<file path="src/rtl/xy_packetizer.sv">
// xy_packetizer: turns a {col,row,len} request plus payload words into header/body/tail flits
// for the RESOURCE port of an XY mesh switch, behind a single output flit register.
module xy_packetizer #(
   parameter int COL_ADDR_W = 4,
   parameter int ROW_ADDR_W = 4,
   parameter int DATA_W     = 8,
   parameter int LEN_W      = 4
) (
   input  logic                  clk_i,
   input  logic                  rst_ni,
   input  logic                  pkt_valid_i,
   output logic                  pkt_ready_o,
   input  logic [COL_ADDR_W-1:0] pkt_col_addr_i,
   input  logic [ROW_ADDR_W-1:0] pkt_row_addr_i,
   input  logic [LEN_W-1:0]      pkt_len_i,
   input  logic                  data_valid_i,
   output logic                  data_ready_o,
   input  logic [DATA_W-1:0]     data_i,
   output logic [DATA_W+1:0]     flit_o,
   output logic                  flit_valid_o,
   input  logic                  flit_ready_i,
   output logic                  busy_o
);
   typedef enum logic [1:0] {IDLE, PAYLOAD, ZTAIL} state_e;
   localparam logic [1:0] ID_HEAD = 2'b01;
   localparam logic [1:0] ID_BODY = 2'b10;
   localparam logic [1:0] ID_TAIL = 2'b11;
   state_e             state_q, state_d;
   logic [LEN_W-1:0]   rem_q, rem_d;
   logic [DATA_W+1:0]  flit_q, flit_d;
   logic               fv_q, fv_d;
   logic               can_load;
   logic [DATA_W-1:0]  hdr;
   assign can_load = !fv_q || flit_ready_i;
   assign hdr      = DATA_W'({pkt_row_addr_i, pkt_col_addr_i});
   always_comb begin
      state_d      = state_q;
      rem_d        = rem_q;
      flit_d       = flit_q;
      fv_d         = fv_q;
      pkt_ready_o  = 1'b0;
      data_ready_o = 1'b0;
      if (fv_q && flit_ready_i) begin
         flit_d = '0;
         fv_d   = 1'b0;
      end
      case (state_q)
         IDLE: begin
            // gated by rst_ni so the request side reads not-ready throughout reset
            pkt_ready_o = can_load && rst_ni;
            if (pkt_valid_i && pkt_ready_o) begin
               flit_d  = {ID_HEAD, hdr};
               fv_d    = 1'b1;
               rem_d   = pkt_len_i;
               state_d = (pkt_len_i != '0) ? PAYLOAD : ZTAIL;
            end
         end
         PAYLOAD: begin
            data_ready_o = can_load;
            if (data_valid_i && can_load) begin
               flit_d  = {(rem_q == LEN_W'(1)) ? ID_TAIL : ID_BODY, data_i};
               fv_d    = 1'b1;
               rem_d   = (rem_q != '0) ? rem_q - LEN_W'(1) : rem_q;
               state_d = (rem_q == LEN_W'(1)) ? IDLE : PAYLOAD;
            end
         end
         ZTAIL: begin
            if (can_load) begin
               flit_d  = {ID_TAIL, {DATA_W{1'b0}}};
               fv_d    = 1'b1;
               state_d = IDLE;
            end
         end
         default: state_d = IDLE;
      endcase
   end
   always_ff @(posedge clk_i or negedge rst_ni) begin
      if (!rst_ni) begin
         state_q <= IDLE;
         rem_q   <= '0;
         flit_q  <= '0;
         fv_q    <= 1'b0;
      end else begin
         state_q <= state_d;
         rem_q   <= rem_d;
         flit_q  <= flit_d;
         fv_q    <= fv_d;
      end
   end
   assign flit_o       = flit_q;
   assign flit_valid_o = fv_q;
   assign busy_o       = (state_q != IDLE) || fv_q;
endmodule

</file>
<file path="config.mk">
export PLATFORM = sky130hd
export DESIGN_NAME = xy_packetizer
export DESIGN_NICKNAME = d
export VERILOG_FILES = /design/src/rtl/xy_packetizer.sv
export SDC_FILE = /design/constraint.sdc
export NUM_CORES = 1
export LEC_CHECK = 0
export ABC_AREA = 1
export BUFFER_PORTS_ARGS = -buffer_cell sky130_fd_sc_hd__buf_2
export CAP_MARGIN = 20
export CORE_ASPECT_RATIO = 1.4
export CORE_MARGIN = 1.5
export CORE_UTILIZATION = 30
export CTS_CLUSTER_SIZE = 40
export DETAILED_ROUTE_END_ITERATION = 10
export GPL_TIMING_DRIVEN = 0
export PLACE_DENSITY = 0.61
export SLEW_MARGIN = 0
export SYNTH_ARGS = -nofsm -noshare
export SYNTH_HDL_FRONTEND = slang
export SYNTH_SLANG_ARGS = --single-unit
</file>
<file path="constraint.sdc">
create_clock -name clk_i -period 2.4 [get_ports clk_i]
set_input_delay 0.12 -clock clk_i [delete_from_list [all_inputs] [get_ports clk_i]]
set_output_delay 0.12 -clock clk_i [all_outputs]
set_load 0.01 [all_outputs]
</file>
# ---- Word level (Yosys, flattened, before mapping)
# Cells that the tools add are included.
dict set report totals {
  register_bits 17
  inputBits 25
  output_inout_bits 14
  word_cells 49
}
dict set report classes {
  add_sub_neg 1
  eq_ne 7
  mux 23
  reduce_logical 14
}
# op count
set ops {}
lappend ops {{$mux 10} 4}
lappend ops {{$pmux 10 s3} 1}
lappend ops {{$mux 4} 3}
lappend ops {{$mux 1} 8}
lappend ops {{$mux 2} 4}
lappend ops {{$ne 2x2->1 const B} 4}
lappend ops {{$pmux 4 s2} 1}
lappend ops {{$reduce_bool 4->1} 2}
lappend ops {{$pmux 2 s3} 1}
lappend ops {{$eq 4x1->1 const B} 1}
lappend ops {{$logic_and 1x1->1} 4}
lappend ops {{$reduce_and 4->1} 1}
lappend ops {{$reduce_bool 2->1} 2}
lappend ops {{$sub 4x1->4 const B} 1}
lappend ops {{$pmux 1 s3} 1}
lappend ops {{$reduce_and 3->1} 1}
lappend ops {{$eq 2x1->1 const B} 1}
lappend ops {{$eq 2x2->1 const B} 1}
lappend ops {{$logic_not 2->1} 1}
lappend ops {{$logic_or 1x1->1} 2}
lappend ops {{$logic_not 1->1} 1}

# ---- Logic depth before layout (Yosys ltp)
# Gate-level depths: netlist (run 1).
dict set report logic_depth {
  word_depth 6
  ltp_mapped 9
  mapped_depth_nobuf 9
}

# ---- Worst setup path after synthesis (run 1)
# OpenSTA, ideal clock, no wires.
dict set report synth_path {
  path_type {register to register}
  from {register state_q[1]}
  to {register rem_q[2]}
  setup_time_ps 116
  arrival_ps 1240
  required_ps 2284
  slack_ps 1043
  path_stages_with_launch 8
  synth_period_minus_slack_ps 1357
  path_cell_list {dfrtp_1 > inv_1 > ha_1 > nor2_1 > a21oi_2 > nand3_1 > nand2_1 > nand2_1}
}
dict set report synth_via {
  elab_chain_cells 3
}
# item line
set synth_rtl {}
lappend synth_rtl {{start: declaration} 28} ;# state_e state_q, state_d;
lappend synth_rtl {{start signal: assignment} 84} ;# state_q <= state_d;
lappend synth_rtl {{$eq 2x1->1 or $logic_not 2->1 (tied branches)} 47} ;# case (state_q)
lappend synth_rtl {{$ne 2x2->1 (no source line) or $reduce_bool 2->1 (tied branches)} -}
lappend synth_rtl {{$reduce_and 4->1 (no source line)} -}
lappend synth_rtl {{end signal: assignment} 85} ;# rem_q <= rem_d;
lappend synth_rtl {{end: declaration} 29} ;# logic [LEN_W-1:0] rem_q, rem_d;
# Several ways; a longest one is shown, not always the timed one.
# A chain may end at the register's enable or synchronous reset.

# ---- Worst setup path after layout (run 1)
dict set report layout_path {
  from {register state_q[0]}
  to {output port pkt_ready_o}
}
dict set report layout_via {
  elab_chain_cells 2
}
# item line
set layout_rtl {}
lappend layout_rtl {{$logic_not 2->1} 47}
lappend layout_rtl {{$mux 1} 47}
lappend layout_rtl {{end: declaration} 12} ;# output logic pkt_ready_o,
# No other way between the ends.

==> out/metrics.csv, run 1 <==
stage,metric,value,unit
worst_setup_path,Crit path required time,2280,ps
finish,# diodes,0,
status,status,"complete, no violations",
yosys,"Async S/R FF share, synth",100,%
worst_setup_path,Crit path buffers/inverters,3,
worst_setup_path,"delay-heaviest family, CP",flip-flops,
worst_hold_path,Worst Hold End,flit_o[1]$_DFF_PN0_,
clock_network,Inserted Clock Buffers,3,
global_route,largest net degree at the start of global routing,20,
worst_hold_path,hold_sp,data_i[1],
power_and_ir_drop,Clock power frac,12.6,%
finish,area growth from synthesis to layout,25.0,%
yosys,Post-Syn Area,0.00117,mm2
finish,"Design Area, Final",0.00147,mm2
detailed_routing,DRC,0,
worst_setup_path,CP cell instances,inv_1 -> ha_1 -> nand3_1 -> inv_1 -> buf_2,
global_route,global-route wire length before repair,4.93,mm
worst_setup_path,Worst path most repeated cell,inv_1,
finish,final core occ,39.5,%
clock_network,H-Tree Depth,1,
clock_network,clk_lat worst skew,250,ps
worst_setup_path,Crit Path Class,reg -> out,
finish,fillers,407,
detailed_routing,Iteration-0 DRC Markers,64,
detailed_routing,Vias,1190,
timing,Fin Setup TNS,0,ps
yosys,Simple-Gate Fraction of Synth Area,40.2,%
worst_setup_path,Worst R2R Path Depth,6,
worst_setup_path,CP max-delay cell,dfrtp_1,
detailed_routing,mean routed wirelength per cell,11.2,um
floorplanning,chip height,77.0,um
finish,nets@finish,243,
power_and_ir_drop,Power Density,1180,mW/mm2
global_route,vias in the first global route,1160,
power_and_ir_drop,Net Sw Frac,47.3,%
power_and_ir_drop,Leakage,0.000841,uW
worst_setup_path,Worst setup EP type,output port,
clock_network,CTS tree,done,
clock_network,CTS Root Cell,clkbuf_8,
worst_setup_path,Crit Path Max Fanout,9,
place,port buffer count,37,
yosys,syn nets,200,
yosys,Yosys cell types,19,
place,area post-placement,0.00141,mm2
clock_network,CTS Hold Bufs,1,
timing,final worst path period share,73.1,%
yosys,register area share after synthesis,36.3,%
yosys,synth warn,0,
worst_hold_path,Hold Path Class,in -> reg,
timing,fmax,570,MHz
clock_network,Post-CTS Setup Inserts,0,
detailed_routing,Via density,4.72,
detailed_routing,WL final,2.81,mm
yosys,Synth Area in Adders,7.47,%
yosys,Compound-Gate Fraction of Synth Area,9.50,%
yosys,Area contributors post-synth,"dfrtp_1 36%, nand2_1 23%, nand3_1 7.7%",
clock_network,"CTS clk-pin slew, worst paths",70,ps
yosys,area share of the largest cell type after synthesis,36.3,%
timing,final hold vios,0,
yosys,synth cell count leaders,"71 x nand2_1, 18 x nand3_1, 17 x dfrtp_1",
global_route,GRT overflow,0,
floorplanning,Top Ports,39,
timing,Final setup viols,0,
worst_setup_path,WP data arrival,1630,ps
detailed_routing,Antenna Nets Post-Route,0,
finish,share of cells above drive strength 1,25.7,%
clock_network,clock buffer depth,2,
power_and_ir_drop,Comb power frac,56.7,%
worst_setup_path,FF-to-FF setup slack,740,ps
yosys,Post-synth EDFFs,0,
place,Placed Cells,247,
detailed_routing,DR pass1 iterations,4,
global_route,Total GRT Usage,14.2,%
power_and_ir_drop,power consumption,1720,uW
yosys,Post-Syn Area per Cell,6.98,um2
yosys,"area leader, netlist",dfrtp_1,
job,Max Cap Viol,0,
global_route,initial antenna violation count,0,
worst_setup_path,Critical Path Source Type,flip-flop,
floorplanning,DIE AREA,0.00430,mm2
timing,minimum clock period,1750,ps
timing,Slew Limit Fails,0,
timing,slew at the pin closest to its max-slew limit,459,ps
worst_setup_path,FF-to-FF Start,state_q[0]$_DFFE_PN0P_,
power_and_ir_drop,worst vdd ir,0.399,mV
power_and_ir_drop,Sw Pwr,814,uW
worst_setup_path,worst reg2reg path endpoint,flit_o[0]$_DFF_PN0_,
place,DP Wirelength,2.17,mm
yosys,Main synth FF type,dfrtp_1,
yosys,most numerous cell in the Yosys netlist,nand2_1,
power_and_ir_drop,Internal,908,uW
worst_setup_path,Crit path largest cell delay,410,ps
yosys,main combinational cell family by area after synthesis,simple AND/OR/NAND/NOR gates,
yosys,mux contribution to synthesized area,0,%
worst_hold_path,Min-Delay Path Depth,5,
power_and_ir_drop,sequential group share of total power,30.7,%
yosys,number of synthesized register bits,17,
floorplanning,Initial Utilization,31.6,%
timing,Max Clock Skew,3.59,ps
clock_network,Sink Count,17,
floorplanning,width of the die,55.8,um
yosys,Mapped Cells,168,
floorplanning,row cnt,26,
clock_network,PostCTS Resize Cnt,0,
finish,Layout Cells excl Fill,252,
timing,RSZ-0062 raised after global routing,no,
timing,Worst slew margin,69.4,%
floorplanning,core area,0.00371,mm2
place,RD Place Congestion,0.866,
yosys,Synth Area in XOR/XNOR,0,%
[layer usage]
| metal | share of wire [%] | track usage (%) | wire (um) |
|---|---|---|---|
| met1 | 44 | 16.3 | 1250 |
| met2 | 47 | 24.6 | 1320 |
| met3 | 6.1 | 2.19 | 172 |
| met4 | 2.7 | 8.33 | 77 |
| met5 | 0 | 0 | 0 |
[final cells by class]
cell class	count	area, um2	share of cell area [%]
clock buffer	4	45.0	3.07
multi-input combinational	133	671	45.8
timing repair buffer	38	195	13.3
buffer	3	20.0	1.37
sequential	17	425	29.0
inverter	15	56.3	3.84
tap	42	52.6	3.59
[cells by family after synthesis]
| family | Yosys count |
|---|---|
| AO/OA/AOI/OAI | 20 |
| adder cells (fa/ha/maj) | 7 |
| buffers and inverters | 18 |
| flip-flops | 17 |
| AND/OR/NAND/NOR | 106 |
[worst max-delay path by stage]
| stage | from | end | cells after the start |
|---|---|---|---|
| 3_3_place_gp | state_q[0]$_DFFE_PN0P_ | flit_o[0]$_DFF_PN0_ | 6 |
| 4_1_cts | state_q[0]$_DFFE_PN0P_ | pkt_ready_o | 5 |
| 3_5_place_dp | state_q[0]$_DFFE_PN0P_ | flit_o[0]$_DFF_PN0_ | 6 |
| 5_1_grt | rst_ni | pkt_ready_o | 5 |
| 6_report | state_q[0]$_DFFE_PN0P_ | pkt_ready_o | 5 |
| 2_1_floorplan | state_q[1]$_DFFE_PN0P_ | rem_q[2]$_DFFE_PN0P_ | 7 |
[state kept, by name, summed over array words and instances, names as in the netlist]
register      flops
flit_valid_o      1
state_q           2
flit_o           10
rem_q             4
[power by group through the flow]
stage | sequential (uW) | combinational (uW) | clock, uW
after floorplan | 566 | 652 | 0
after global placement | 530 | 977 | 0
after detailed placement | 533 | 987 | 0
after CTS | 528 | 991 | 230
after global routing | 547 | 1120 | 242
final | 529 | 976 | 217
[through the flow]
stage	setup WS, ps	hold slack (ps)
6_report	646	178
4_1_cts	622	170
5_1_grt	489	188
3_3_place_gp	733	86.2
3_5_place_dp	746	86.8
2_1_floorplan	1040	-176
[cells in the final DEF (no fill, tap or decap)]
master,count
nor2_1,7
nand2_2,2
nand3_1,18
a21oi_1,2
inv_2,1
nand3_2,3
nand4_1,2
nand2_1,71
o21ai_0,15
dfrtp_1,17
ha_1,7
buf_6,1
a21oi_2,2
nor2_4,1
nand2_4,2
o21ai_2,1
buf_2,38
clkbuf_1,2
clkbuf_8,3
inv_1,14
dlygate4sd3_1,1
[tightest hold or removal path: stages]
cell     delay, ps
buf_2           70
nand2_1         40
o21ai_0         60
nand2_1         50
nand2_1         50
(Power assumes the default switching activity.)
==> run 2, diff against run 1 <==
==> constraint.sdc (replaced) <==
create_clock -name clk_i -period 1.8 [get_ports clk_i]
set_input_delay 0.09 -clock clk_i [delete_from_list [all_inputs] [get_ports clk_i]]
set_output_delay 0.09 -clock clk_i [all_outputs]
set_load 0.01 [all_outputs]
==> run 2 against run 1 <==
Against the previous run:
- clock skew hardly changed
- clock power is 34% higher
- global-route usage stayed put
- sequential share of layout area is 0.099 points lower
- routed wire length is 0.46% higher
- register-to-register slack worse by 500 ps
- non-clock buffer count stayed put
- critical path depth is 1 higher
- setup slack worse by 510 ps
- sequential power is 33% higher
- sequential cell count stayed put
==> out/metrics.csv, run 2 (synthesis results as in run 1) <==
stage,metric,value,unit,change
global_route,GRT overflow,0,,unchanged
timing,Fin Setup TNS,0,ps,unchanged
timing,final hold vios,0,,unchanged
detailed_routing,WL final,2.83,mm,+0.46%
detailed_routing,DR pass1 iterations,4,,unchanged
finish,most frequent cells in the layout,"71 x nand2_1, 38 x buf_2, 17 x nand3_1, 17 x dfrtp_1, 15 x o21ai_0",,
detailed_routing,mean routed wirelength per cell,11.2,um,+0.46%
place,DP Wirelength,2.17,mm,unchanged
power_and_ir_drop,Power Density,1570,mW/mm2,+33%
worst_setup_path,Crit Path Max Fanout,10,,+1
clock_network,CTS Root Cell,clkbuf_8,,
finish,max reg flops,10,,unchanged
floorplanning,row cnt,26,,unchanged
place,port buffer count,37,,unchanged
clock_network,Inserted Clock Buffers,3,,unchanged
worst_setup_path,worst reg2reg path endpoint,rem_q[3]$_DFFE_PN0P_,,
worst_hold_path,Min-Delay Path Depth,4,,-1
worst_setup_path,FF-to-FF Start,state_q[0]$_DFFE_PN0P_,,
timing,slew at the pin closest to its max-slew limit,463,ps,+3.36 ps
floorplanning,core area,0.00371,mm2,unchanged
worst_hold_path,hold_sp,pkt_len_i[1],,
floorplanning,width of the die,55.8,um,unchanged
timing,fmax,602,MHz,
power_and_ir_drop,Leakage,0.000843,uW,+0.17%
worst_hold_path,Hold Path Class,in -> reg,,
worst_setup_path,Worst setup EP type,output port,,
timing,RSZ-0062 raised after global routing,no,,
worst_hold_path,Worst Hold End,state_q[1]$_DFFE_PN0P_,,
worst_setup_path,Worst R2R Path Depth,7,,+1
finish,# diodes,0,,unchanged
finish,"commonest non-fill, non-tap cell in the layout",nand2_1,,
worst_setup_path,Critical Path Source Type,flip-flop,,
detailed_routing,Vias,1182,,-0.67%
place,pre-CTS setup slack,146,ps,-600 ps
finish,final core occ,39.6,%,+0.14 points
worst_setup_path,Crit path required time,1710,ps,-570 ps
clock_network,clk_lat worst skew,250,ps,about the same
status,status,"complete, no violations",,
timing,Slew Limit Fails,0,,unchanged
clock_network,CTS tree,done,,
finish,nets@finish,243,,unchanged
worst_setup_path,WP data arrival,1570,ps,-60 ps
global_route,vias in the first global route,1160,,unchanged
finish,area of the multi-input gates,676,um2,+0.75%
timing,WHS,147,ps,-31.0 ps
place,RD Place Congestion,0.866,,unchanged
power_and_ir_drop,power consumption,2300,uW,+34%
detailed_routing,Antenna Nets Post-Route,0,,unchanged
clock_network,Sink Count,17,,unchanged
worst_setup_path,"delay-heaviest family, CP",buffers and inverters,,
timing,Final setup viols,0,,unchanged
finish,fillers,407,,unchanged
timing,Worst slew margin,69.2,%,-0.22 points
worst_setup_path,CP cell instances,inv_1 -> ha_1 -> inv_2 -> buf_6 -> a21oi_1 -> buf_2,,
detailed_routing,DRC,0,,unchanged
timing,final worst path period share,92.3,%,
clock_network,"CTS clk-pin slew, worst paths",70,ps,about the same
floorplanning,Top Ports,39,,unchanged
worst_setup_path,CP max-delay cell,dfrtp_1,,
detailed_routing,Iteration-0 DRC Markers,65,,+1.6%
timing,Setup WS post-layout,138,ps,-507 ps
finish,area growth from synthesis to layout,25.4,%,
worst_setup_path,Crit path largest cell delay,420,ps,about the same
floorplanning,chip height,77.0,um,unchanged
finish,share of cells above drive strength 1,26.2,%,+0.48 points
worst_setup_path,Crit Path Class,reg -> out,,
detailed_routing,Via density,4.69,,-0.67%
global_route,largest net degree at the start of global routing,20,,unchanged
job,Max Cap Viol,0,,unchanged
global_route,initial antenna violation count,0,,unchanged
floorplanning,DIE AREA,0.00430,mm2,unchanged
timing,Max Clock Skew,3.56,ps,-0.0303 ps
global_route,Total GRT Usage,14.2,%,unchanged
timing,minimum clock period,1660,ps,
clock_network,clock buffer depth,2,,unchanged
power_and_ir_drop,worst vdd ir,0.533,mV,+34%
worst_setup_path,FF-to-FF setup slack,240,ps,-500 ps
floorplanning,Initial Utilization,31.6,%,unchanged
clock_network,Post-CTS Setup Inserts,0,,unchanged
worst_setup_path,Crit path buffers/inverters,4,,+1
finish,Reg area,425,um2,unchanged
global_route,global-route wire length before repair,4.93,mm,unchanged
clock_network,H-Tree Depth,1,,unchanged
[run 2: area by class of cell]
cell class / count / area share [%]
multi-input combinational: 133 / 46.0
inverter: 15 / 3.83
sequential: 17 / 28.9
tap: 42 / 3.57
buffer: 3 / 1.36
timing repair buffer: 38 / 13.3
clock buffer: 4 / 3.06
[run 2: what timing repair did]
action                                  in CTS  in global routing
gates resized for setup                      0                  1
endpoints found under the hold margin       17                  0
endpoints found under the setup margin       0                  2
hold buffers                                 1                  0
[run 2: where the power goes]
part	total, uW	internal [uW]	switching [uW]
Clock	290	157	132
Combinational	1310	487	821
Sequential	705	568	137
[run 2: how the worst max path moves through the flow]
stage                           start                    to  slack, ps  depth (start not counted)
4_1_cts        state_q[0]$_DFFE_PN0P_           pkt_ready_o         50                          5
5_1_grt                        rst_ni   flit_o[5]$_DFF_PN0_          2                          7
2_1_floorplan  state_q[1]$_DFFE_PN0P_  rem_q[2]$_DFFE_PN0P_        440                          7
3_5_place_dp   state_q[0]$_DFFE_PN0P_   flit_o[0]$_DFF_PN0_        150                          6
6_report       state_q[1]$_DFFE_PN0P_          data_ready_o        140                          6
3_3_place_gp   state_q[0]$_DFFE_PN0P_   flit_o[0]$_DFF_PN0_        130                          6
[run 2: metal layers]
layer,GRT usage (%),part of all wire (%),up-vias
li1,-,-,621
met1,16.3,45,514
met2,24.6,46,40
met3,2.19,5.8,7
met4,8.33,2.7,0
met5,0,0,-
[run 2: through the flow]
step	std cells	area, um2
after floorplan	168	1170
after global placement	247	1410
after detailed placement	247	1410
after CTS	252	1470
after global routing	252	1470
final	252	1470
[run 2: worst reg2reg max path: stages, from the launching register on]
cell     delay [ps]
dfrtp_1         410
inv_1            90
ha_1            330
nor2_1           90
a21oi_2         180
nand3_1         190
nand2_1         100
nand2_1          60
